**src/rtl/pulse_period_meter.sv**
```systemverilog
// pulse_period_meter
//   Measures an asynchronous step/pulse train: the rise-to-rise period and
//   the high time within that period, both in clk cycles. It also keeps a
//   running count of rising edges and flags a train that has stopped.
//
// Parameters
//   WIDTH    width of every count/measurement output
//   TIMEOUT  clocks without a rising edge before the train counts as stalled
//            (2 <= TIMEOUT < 2^WIDTH-1)
//
// Ports
//   clk         system clock, rising edge
//   reset       synchronous active-high reset
//   enable      measurement enable; low idles the meter and holds outputs
//   count_clr   synchronous clear of edge_count
//   pulse_in    asynchronous pulse train
//   period      last measured rise-to-rise period
//   high_time   high time belonging to that period (0 if no fall was seen)
//   edge_count  rising edges seen while active, wraps modulo 2^WIDTH
//   valid       one-cycle strobe when period/high_time update
//   stalled     level, set after TIMEOUT clocks without a rising edge
module pulse_period_meter #(
    parameter int WIDTH   = 32,
    parameter int TIMEOUT = 100000000
) (
    input  logic             clk,
    input  logic             reset,
    input  logic             enable,
    input  logic             count_clr,
    input  logic             pulse_in,
    output logic [WIDTH-1:0] period,
    output logic [WIDTH-1:0] high_time,
    output logic [WIDTH-1:0] edge_count,
    output logic             valid,
    output logic             stalled
);

    typedef enum logic [1:0] {
        IDLE,
        WAIT_EDGE,
        MEASURE
    } state_t;

    localparam logic [WIDTH-1:0] ONE       = WIDTH'(1);
    localparam logic [WIDTH-1:0] TIMEOUT_W = WIDTH'(TIMEOUT);

    state_t           state;
    logic             sync1;
    logic             pulse_s;
    logic             pulse_d;
    logic [WIDTH-1:0] cnt;
    logic [WIDTH-1:0] hshadow;
    logic             rise;
    logic             fall;
    logic             count_edge;

    assign rise       = pulse_s & ~pulse_d;
    assign fall       = ~pulse_s & pulse_d;
    assign count_edge = rise && enable && (state != IDLE);

    // Synchronizer and edge history run independently of enable, so a level
    // that is already high when the meter is enabled is never seen as an edge.
    always_ff @(posedge clk) begin
        if (reset) begin
            sync1   <= 1'b0;
            pulse_s <= 1'b0;
            pulse_d <= 1'b0;
        end else begin
            sync1   <= pulse_in;
            pulse_s <= sync1;
            pulse_d <= pulse_s;
        end
    end

    always_ff @(posedge clk) begin
        if (reset) begin
            edge_count <= '0;
        end else if (count_clr) begin
            // an edge arriving with the clear is kept as the first count
            edge_count <= count_edge ? ONE : '0;
        end else if (count_edge) begin
            edge_count <= edge_count + ONE;
        end
    end

    // cnt holds k in the k-th cycle after the reference rise, so on the next
    // rise it equals the period and on a fall it equals the high time.
    always_ff @(posedge clk) begin
        if (reset) begin
            state     <= IDLE;
            cnt       <= '0;
            hshadow   <= '0;
            period    <= '0;
            high_time <= '0;
            valid     <= 1'b0;
            stalled   <= 1'b0;
        end else begin
            valid <= 1'b0;
            if (!enable) begin
                state <= IDLE;
                cnt   <= '0;
            end else begin
                case (state)
                    IDLE: state <= WAIT_EDGE;
                    WAIT_EDGE: begin
                        // first edge only establishes the reference
                        if (rise) begin
                            state   <= MEASURE;
                            cnt     <= ONE;
                            hshadow <= '0;
                        end
                    end
                    MEASURE: begin
                        if (rise) begin
                            // a rise landing on the timeout cycle still captures
                            period    <= cnt;
                            high_time <= hshadow;
                            valid     <= 1'b1;
                            stalled   <= 1'b0;
                            cnt       <= ONE;
                            hshadow   <= '0;
                        end else if (cnt == TIMEOUT_W) begin
                            stalled   <= 1'b1;
                            period    <= '0;
                            high_time <= '0;
                            cnt       <= '0;
                            state     <= WAIT_EDGE;
                        end else begin
                            // cnt < TIMEOUT here, so the count saturates by
                            // leaving MEASURE rather than by clamping
                            if (fall) hshadow <= cnt;
                            cnt <= cnt + ONE;
                        end
                    end
                    default: state <= IDLE;
                endcase
            end
        end
    end

endmodule

```
**config.mk**
```make
export PLATFORM = sky130hd
export DESIGN_NAME = pulse_period_meter
export DESIGN_NICKNAME = d
export VERILOG_FILES = /design/src/rtl/pulse_period_meter.sv
export SDC_FILE = /design/constraint.sdc
export NUM_CORES = 1
export LEC_CHECK = 0
export BUFFER_PORTS_ARGS = -buffer_cell sky130_fd_sc_hd__buf_2
export CAP_MARGIN = 30
export CORE_MARGIN = 1.5
export CORE_UTILIZATION = 24
export DETAILED_ROUTE_END_ITERATION = 16
export GPL_TIMING_DRIVEN = 0
export PLACE_DENSITY = 0.53
export RECOVER_POWER = 100
export SYNTH_ARGS = -nofsm -noshare
export SYNTH_HDL_FRONTEND = slang
export SYNTH_SLANG_ARGS = --single-unit
export TNS_END_PERCENT = 20
```
**constraint.sdc**
```tcl
create_clock -name clk -period 2.1 [get_ports clk]
set_input_delay 0.315 -clock clk [delete_from_list [all_inputs] [get_ports clk]]
set_output_delay 0.315 -clock clk [all_outputs]
set_load 0.03 [all_outputs]
```
==> results.py, run 1 <==
metrics = {
    "layout": {
        "multi_input_area_sq_um": 3030,
        "area_growth_syn_to_layout_pct": 31.3,
        "final_common_cell": "dfxtp_1",
        "seq_area_sq_um": 3400,
        "nets": 806,
        "drive_gt1_share_pct": 20.9,
        "final_cell_mix": "dfxtp_1 (145), clkbuf_1 (108), a22o_1 (92), nor2_1 (63), nand2_1 (42)",
        "fillerInstances": 2741,
        "antenna_cells": 0,
    },
    "timing": {
        "hold_ws_ns": 0.120,
        "finalCritPeriodShare_pct": 104,
        "worst_pin_slew_ns": 0.591,
        "rsz0062_at_grt": "yes",
        "drv_slew": 0,
        "fmax_mhz": 458,
        "setup_violations": 90,
        "fin_setup_tns_ns": -3.52,
        "skew_ns": 0.0184,
        "period_needed_ns": 2.19,
        "final_hold_viol_count": 0,
        "max-slew-margin-rel_pct": 59.6,
        "fin_ws_ns": -0.0851,
    },
    "synthesis": {
        "avgSynthCellArea_sq_um": 10.2,
        "synthCells": 638,
        "synth.distinct_cells": 55,
        "synth_top_area_share_pct": 51.6,
        "synthTopCellsByArea": "dfxtp_1 (52%), a22o_1 (12%), nor2_1 (3.8%), xor2_1 (3.6%), nand2_1 (2.4%)",
        "synth-edff-count": 0,
        "yosys_most_used_dff": "dfxtp_1",
        "synth_top_area_cell": "dfxtp_1",
        "ys_ff_latch": 167,
        "async_flop_share_pct": 0,
        "synth_nets": 647,
        "syn_area_sq_um": 6480,
        "yosysSeqAreaShare_pct": 51.6,
        "ys_warn_count": 0,
    },
    "setup_path": {
        "max_stage_delay_ns": 0.55,
        "required_ns": 2.41,
        "slowest_stage": "or4bb_4",
        "end_kind": "register",
        "crit_fanout": 6,
        "critical_path_class": "reg2reg",
        "worstPathArrival_ns": 2.50,
        "cp_cell_sequence": "or4bb_4, nor4_4, buf_6, a21o_4, a21oi_4, buf_6, a22o_1",
        "critPathMostFrequentCell": "buf_6",
        "cp-start-kind": "register",
    },
    "drt": {
        "route.met2.wl_um": 8340,
        "wl_per_cell_um": 16.1,
        "met3WireLength_um": 899,
        "wl_um": 18400,
        "vias": 5422,
        "drtIter0Drc": 318,
        "antenna_left": 0,
        "viasPerCell": 4.74,
        "dr.pass1.iters": 4,
        "top_layer_used": "met5",
        "drt-met1-wl_um": 8990,
        "remaining_drc_errors": 0,
    },
    "global_routing": {
        "grt_max_degree": 17,
        "grt_pass1_vias": 5091,
        "antenna_found_initial": 1,
        "grt_first_pass_wirelength_um": 29200,
        "grt-ovfl-total": 0,
        "track_usage_pct": 13.3,
    },
    "place": {
        "place_hpwl_um": 12400,
        "io_buffers": 102,
        "finalWeightedCongestion": 0.804,
    },
    "clock_tree": {
        "clockBufferDepth": 2,
        "htree_levels": 4,
        "clock_sinks": 167,
        "clk_pin_slew_worst_paths_ns": 0.07,
        "cts_buffers": 17,
        "clk_latency_ns": 0.43,
        "cts_tree": "done",
        "root_buffer": "clkbuf_16",
    },
    "worst_hold_path": {
        "min_path_type": "in2reg",
    },
    "pwr": {
        "power_mw": 6.58,
        "ir_worst_vdd_v": 0.000417,
        "leakagePower_nw": 3.07,
        "powerDensity_nw_per_um2": 773,
    },
    "floorplanning": {
        "num_rows": 59,
        "fp.dieArea_sq_um": 28000,
        "die_y_um": 167,
        "pin_count": 103,
        "fp.coreArea_sq_um": 26300,
        "die-width_um": 167,
        "start_util_pct": 24.7,
    },
    "run": {
        "cap_violations": 0,
    },
    "outcome": {
        "violations": "setup timing",
        "status": "finished, violations left",
    },
}
-- metrics by stage --
stage | util [%] | setup WS, ns | std cells | area, sq um
floorplan | - | -0.0140 | 638 | 6500
global placement | 28.3 | -0.676 | 1075 | 7430
detailed placement | 28.3 | -0.575 | 1076 | 7430
CTS | 32.0 | -0.0907 | 1126 | 8410
global route | 32.4 | -0.145 | 1145 | 8510
finish | 32.4 | -0.0851 | 1145 | 8510
-- where the power goes --
group,switching [mW],total [mW],internal (mW)
Combinational,0.102,0.156,0.0544
Clock,1.40,3.27,1.87
Sequential,0.00354,3.16,3.15
-- cells in the mapped netlist, types with 3 or more instances --
cell type  count
a211oi_1       3
a21oi_1       15
a22o_1        92
a22o_2         4
a31oi_1       10
a41oi_1        5
and2_1         3
and3_1         8
and4_1         7
buf_2          9
buf_6         12
clkbuf_1      19
dfxtp_1      167
ha_1           4
inv_1          7
nand2_1       42
nand2b_1       3
nand3_1       25
nand4_1       23
nor2_1        65
nor2b_1        5
nor3_1         9
nor4_1         4
o211ai_1       5
o21ai_0        8
or3_1          4
or4b_1         3
xnor2_1       16
xor2_1        27
-- cells by family after synthesis --
family                   after synthesis  synth area share [%]
AND/OR/NAND/NOR                      216                  17.5
adder cells (fa/ha/maj)                4                 0.772
multiplexers                           1                 0.154
flip-flops                           167                  51.6
AO/OA/AOI/OAI                        157                  19.7
buffers and inverters                 50                  4.52
XOR/XNOR                              43                  5.81
-- final timing paths --
check	depth (start not counted)	slack [ns]	to	startpoint
setup / recovery	7	-0.09	high_time[9]$_SDFFE_PP0P_	cnt[4]$_SDFFE_PP0P_
hold / removal	2	0.12	sync1$_SDFF_PP0_	pulse_in
setup reg to reg	7	-0.09	high_time[9]$_SDFFE_PP0P_	cnt[4]$_SDFFE_PP0P_
hold reg to reg	1	0.44	pulse_s$_SDFF_PP0_	sync1$_SDFF_PP0_
-- state kept, by name (all words and copies together), names as in the netlist --
| register | flops |
|---|---|
| cnt | 32 |
| edge_count | 32 |
| high_time | 32 |
| hshadow | 32 |
| period | 32 |
| state | 2 |
| pulse_d | 1 |
| pulse_s | 1 |
| stalled | 1 |
| sync1 | 1 |
| valid | 1 |
-- layout make-up --
type,instances,area share (%)
tap,335,4.92
sequential,167,40.0
multi-input combinational,423,35.6
timing repair buffer,147,8.63
clock inverter,12,1.93
inverter,7,0.309
clock buffer,20,5.37
buffer,34,3.34
-- per-layer routing --
metal,track usage [%],up-vias
li1,-,2678
met1,18.2,2608
met2,20.4,118
met3,3.66,16
met4,3.88,2
met5,0,-
-- critical path, delay by kind of cell (launching register included) --
kind | cells | cell delay, ns
AND/OR/NAND/NOR | 2 | 0.84
buffers and inverters | 2 | 0.34
flip-flops | 1 | 0.36
AO/OA/AOI/OAI | 3 | 0.53
-- repair_timing --
action | in CTS | in global routing
endpoints found under the setup margin | 151 | 135
pin swaps | 64 | 17
hold buffers | 0 | 0
resized for setup | 75 | 26
buffers inserted | 17 | 21
cloned | 7 | 1
Note: power is estimated with default switching activity, not from simulation.
==> inputs of run 2 (changes only) <==
- CORE_UTILIZATION: 24 -> 51
- GPL_TIMING_DRIVEN: 0 -> 1
- PLACE_DENSITY: 0.53 -> 0.87
==> results.py, run 2 (same netlist as run 1, synthesis figures left out) <==
metrics = {
    "outcome": {
        "status": "finished, violations left",
        "violations": "setup timing",
    },
    "setup_path": {
        "rrSetupSlack_ns": -0.03,
        "crit_start": "cnt[0]$_SDFFE_PP0P_",
        "rr_worst_depth": 9,
        "worstPathArrival_ns": 2.49,
        "crit_fanout": 16,
        "end_kind": "register",
        "cp-start-kind": "register",
        "r2r_start": "cnt[0]$_SDFFE_PP0P_",
        "required_ns": 2.46,
        "critical_path_class": "reg2reg",
        "setup.worst_path.end": "hshadow[25]$_SDFFE_PP0P_",
        "rr_endpoint": "hshadow[25]$_SDFFE_PP0P_",
    },
    "timing": {
        "skew_ns": 0.0103,
        "final_hold_viol_count": 0,
        "hold_ws_ns": 0.132,
        "setup_violations": 27,
        "fin_ws_ns": -0.0290,
        "period_needed_ns": 2.13,
        "worst_pin_slew_ns": 0.694,
        "max-slew-margin-rel_pct": 53.7,
        "fin_setup_tns_ns": -0.351,
        "fmax_mhz": 470,
        "rsz0062_at_grt": "yes",
        "drv_slew": 0,
        "finalCritPeriodShare_pct": 101,
    },
    "drt": {
        "remaining_drc_errors": 0,
        "antenna_left": 0,
        "vias": 5491,
        "viasPerCell": 5.69,
        "wl_per_cell_um": 15.9,
        "dr.pass1.iters": 7,
        "wl_um": 15400,
        "drtIter0Drc": 393,
    },
    "floorplanning": {
        "start_util_pct": 51.8,
        "num_rows": 41,
        "pin_count": 103,
        "fp.dieArea_sq_um": 13400,
        "fp.coreArea_sq_um": 12500,
        "die-width_um": 116,
        "die_y_um": 116,
    },
    "global_routing": {
        "antenna_found_initial": 0,
        "grt_first_pass_wirelength_um": 24100,
        "grt-ovfl-total": 0,
        "grt_max_degree": 66,
        "track_usage_pct": 22.6,
        "grt_pass1_vias": 4978,
    },
    "layout": {
        "fin_util_pct": 64.6,
        "nets": 789,
        "final_common_cell": "dfxtp_1",
        "antenna_cells": 0,
        "area_growth_syn_to_layout_pct": 24.8,
        "drive_gt1_share_pct": 16.8,
        "final_cell_mix": "dfxtp_1 (165), clkbuf_1 (99), a22o_1 (92), nor2_1 (65), buf_4 (55)",
        "fillerInstances": 1025,
        "final_cells": 965,
    },
    "place": {
        "finalWeightedCongestion": 0.887,
        "place_hpwl_um": 10000,
        "place_ws_ns": 0.0284,
        "io_buffers": 102,
        "placed_cells": 928,
    },
    "clock_tree": {
        "cts_buffers": 17,
        "cts_tree": "done",
        "clockBufferDepth": 2,
        "clk_pin_slew_worst_paths_ns": 0.06,
        "root_buffer": "clkbuf_16",
        "clock_sinks": 167,
        "clk_latency_ns": 0.42,
        "htree_levels": 4,
        "hold_buffers": 0,
    },
    "pwr": {
        "intPower_mw": 5.15,
        "p_sw_share_pct": 20.8,
        "leakagePower_nw": 2.95,
        "powerDensity_nw_per_um2": 804,
        "seqPwrFrac_pct": 48.8,
        "p_clk_share_pct": 49.5,
        "power_switching_mw": 1.35,
        "pwr-share-comb_pct": 1.7,
        "ir_worst_vdd_v": 0.000537,
    },
    "run": {
        "cap_violations": 0,
    },
    "worst_hold_path": {
        "min_path_type": "in2reg",
    },
}
[run 2: cell types whose count changed in the layout (fill, tap and decap cells not counted), moves of 3 or more]
cell        previous run  this run
a41oi_1                5         1
a41oi_2                0         4
buf_12                 0         3
buf_2                  9         4
buf_4                 32        55
buf_6                 24         3
clkbuf_1             108        99
clkbuf_2               5         0
clkinvlp_4             0         3
dfxtp_1              145       165
dfxtp_2               10         2
dfxtp_4               12         0
nor4_1                 1         4
[run 2: power groups by stage]
stage,sequential (mW),combinational [mW],clock [mW]
4_1_cts,3.17,0.105,3.27
3_3_place_gp,3.24,0.103,0
6_report,3.17,0.109,3.22
3_5_place_dp,3.25,0.105,0
5_1_grt,3.17,0.119,3.42
2_1_floorplan,3.24,0.0806,0
[run 2: metrics by stage]
stage               power, mW  cell area (sq um)
floorplan                3.32               6500
global placement         3.35               7460
detailed placement       3.35               7460
CTS                      6.55               8090
global route             6.71               8090
finish                   6.50               8090
[run 2: final cells by class]
type	count	area (sq um)	share of cell area, %
Clock inverter	13	170	2.10
Sequential cell	167	3350	41.4
Clock buffer	19	453	5.60
Tap cell	172	215	2.66
Inverter	7	26.3	0.325
Timing Repair Buffer	166	931	11.5
Multi-Input combinational cell	421	2950	36.5
[run 2: how the worst min path moves through the flow]
stage / end / cells past startpoint / start
6_report: sync1$_SDFF_PP0_ / 2 / pulse_in
5_1_grt: sync1$_SDFF_PP0_ / 2 / pulse_in
4_1_cts: sync1$_SDFF_PP0_ / 2 / pulse_in
3_5_place_dp: pulse_s$_SDFF_PP0_ / 1 / sync1$_SDFF_PP0_
3_3_place_gp: pulse_s$_SDFF_PP0_ / 1 / sync1$_SDFF_PP0_
2_1_floorplan: pulse_s$_SDFF_PP0_ / 1 / sync1$_SDFF_PP0_
[run 2: routing by layer]
metal	vias to the layer above	wire, um	global-route usage (%)
met5	-	0	0
met4	0	129	6.99
met3	17	939	5.91
met2	221	7350	36.3
met1	2615	6960	29.9
li1	2638	-	-
[run 2: timing repair]
| item | in CTS | in global routing |
|---|---|---|
| setup buffers | 0 | 3 |
| gates resized for setup | 2 | 20 |
| gates cloned | 0 | 2 |
| pin swaps | 0 | 16 |
| setup endpoints to repair | 31 | 50 |
[run 2: worst max-delay path, cell delays in order (launching register included)]
cell and delay [ns]:
dfxtp_2 0.35, inv_2 0.06, ha_4 0.16, or4b_4 0.22, nor4_4 0.04, buf_4 0.18
a211o_4 0.35, nor3b_4 0.33, buf_6 0.24, a22o_1 0.15
==> inputs of run 3 (changes only) <==
- PLACE_DENSITY: 0.87 -> default
- PLACE_DENSITY_LB_ADDON: default -> 0.3
==> results.py, run 3 (same netlist as run 1, synthesis figures left out) <==
metrics = {
    "timing": {
        "worst_pin_slew_ns": 0.583,
        "period_needed_ns": 2.14,
        "max-slew-margin-rel_pct": 61.1,
        "setup_violations": 13,
        "drv_slew": 0,
        "final_hold_viol_count": 0,
        "finalCritPeriodShare_pct": 102,
        "fin_ws_ns": -0.0411,
        "rsz0062_at_grt": "yes",
        "skew_ns": 0.00890,
        "fmax_mhz": 467,
        "hold_ws_ns": 0.0872,
        "fin_setup_tns_ns": -0.165,
    },
    "global_routing": {
        "grt_max_degree": 44,
        "grt_pass1_vias": 5020,
        "grt_first_pass_wirelength_um": 25200,
        "track_usage_pct": 24.3,
        "antenna_found_initial": 0,
        "grt-ovfl-total": 0,
    },
    "layout": {
        "area_growth_syn_to_layout_pct": 27.4,
        "nets": 793,
        "fillerInstances": 1038,
        "antenna_cells": 0,
        "final_common_cell": "dfxtp_1",
        "drive_gt1_share_pct": 20.1,
        "finish.instance_area_sq_um": 8260,
        "final_cell_mix": "dfxtp_1 (162), a22o_1 (92), clkbuf_1 (80), nor2_1 (65), buf_4 (51)",
    },
    "clock_tree": {
        "hold_buffers": 0,
        "clock_sinks": 167,
        "clk_latency_ns": 0.44,
        "htree_levels": 4,
        "root_buffer": "clkbuf_16",
        "clockBufferDepth": 2,
        "cts_tree": "done",
        "cts_buffers": 17,
        "clk_pin_slew_worst_paths_ns": 0.07,
    },
    "setup_path": {
        "r2r_start": "cnt[0]$_SDFFE_PP0P_",
        "critical_path_class": "reg2reg",
        "cp-start-kind": "register",
        "end_kind": "register",
        "worstPathArrival_ns": 2.51,
        "rrSetupSlack_ns": -0.04,
        "required_ns": 2.47,
        "rr_endpoint": "hshadow[16]$_SDFFE_PP0P_",
        "crit_fanout": 6,
        "rr_worst_depth": 10,
    },
    "worst_hold_path": {
        "hold_depth": 2,
        "worstHoldStart": "pulse_in",
        "holdPathEnd": "sync1$_SDFF_PP0_",
        "min_path_type": "in2reg",
    },
    "drt": {
        "vias": 5482,
        "dr.pass1.iters": 5,
        "wl_per_cell_um": 16.5,
        "drtIter0Drc": 455,
        "wl_um": 16000,
        "viasPerCell": 5.66,
        "remaining_drc_errors": 0,
        "antenna_left": 0,
    },
    "place": {
        "finalWeightedCongestion": 0.882,
        "place_area_sq_um": 7500,
        "place_ws_ns": -0.0889,
        "io_buffers": 102,
        "place_hpwl_um": 10800,
    },
    "floorplanning": {
        "pin_count": 103,
        "start_util_pct": 51.8,
        "fp.coreArea_sq_um": 12500,
        "fp.dieArea_sq_um": 13400,
        "die_y_um": 116,
        "die-width_um": 116,
        "num_rows": 41,
    },
    "pwr": {
        "powerDensity_nw_per_um2": 821,
        "ir_worst_vdd_v": 0.000562,
        "leakagePower_nw": 3.11,
        "power_mw": 6.78,
    },
    "run": {
        "cap_violations": 0,
    },
    "outcome": {
        "status": "finished, violations left",
        "violations": "setup timing",
    },
}
-- run 3: critical path: stages, from the launching register on --
cell	delay [ns]
dfxtp_2	0.33
inv_2	0.06
ha_2	0.17
or4b_4	0.47
nor4_4	0.17
buf_4	0.18
nand3_2	0.08
a21oi_4	0.15
buf_12	0.15
buf_12	0.12
a22o_1	0.18
-- run 3: worst max-delay path by stage --
stage	startpoint	end	slack, ns	cells after the start
2_1_floorplan	cnt[25]$_SDFFE_PP0P_	period[24]$_SDFFE_PP0P_	-0.01	7
3_3_place_gp	cnt[7]$_SDFFE_PP0P_	period[1]$_SDFFE_PP0P_	0.006	6
3_5_place_dp	cnt[7]$_SDFFE_PP0P_	cnt[26]$_SDFFE_PP0P_	-0.09	7
4_1_cts	cnt[5]$_SDFFE_PP0P_	period[13]$_SDFFE_PP0P_	-0.02	7
5_1_grt	cnt[4]$_SDFFE_PP0P_	high_time[21]$_SDFFE_PP0P_	-0.12	7
6_report	cnt[0]$_SDFFE_PP0P_	hshadow[16]$_SDFFE_PP0P_	-0.04	10
-- run 3: cell type report --
| cell class | instances | area (sq um) | share of cell area (%) |
|---|---|---|---|
| flip-flops and latches | 167 | 3350 | 40.6 |
| repair buffers | 170 | 1060 | 12.8 |
| clock inverters | 15 | 238 | 2.88 |
| well taps | 172 | 215 | 2.61 |
| inverters | 7 | 26.3 | 0.318 |
| clock buffers | 17 | 425 | 5.15 |
| multi-input cells | 421 | 2940 | 35.6 |
-- run 3: per-layer routing --
metal | GRT usage, % | wire length (um) | up-vias
li1 | - | - | 2651
met1 | 31.7 | 7260 | 2640
met2 | 38.8 | 7600 | 167
met3 | 7.53 | 885 | 24
met4 | 7.56 | 291 | 0
met5 | 0 | 0 | -
-- run 3: timing repair --
action                                  4_1_cts  5_1_grt
resized for setup                             9       18
endpoints found under the setup margin      108      138
gates cloned                                  0        3
pin swaps                                    40       24
setup buffers                                 1        3
-- run 3: report_power, final --
group	internal, mW	switching (mW)
sequential	3.17	0.00363
combinational	0.0546	0.0833
clock	2.14	1.33
-- run 3: metrics by stage --
| step | cells | utilization (%) |
|---|---|---|
| after detailed placement | 930 | 59.9 |
| after global placement | 930 | 59.9 |
| after floorplan | 638 | - |
| final | 969 | 66.0 |
| after CTS | 963 | 65.7 |
| after global routing | 969 | 66.0 |
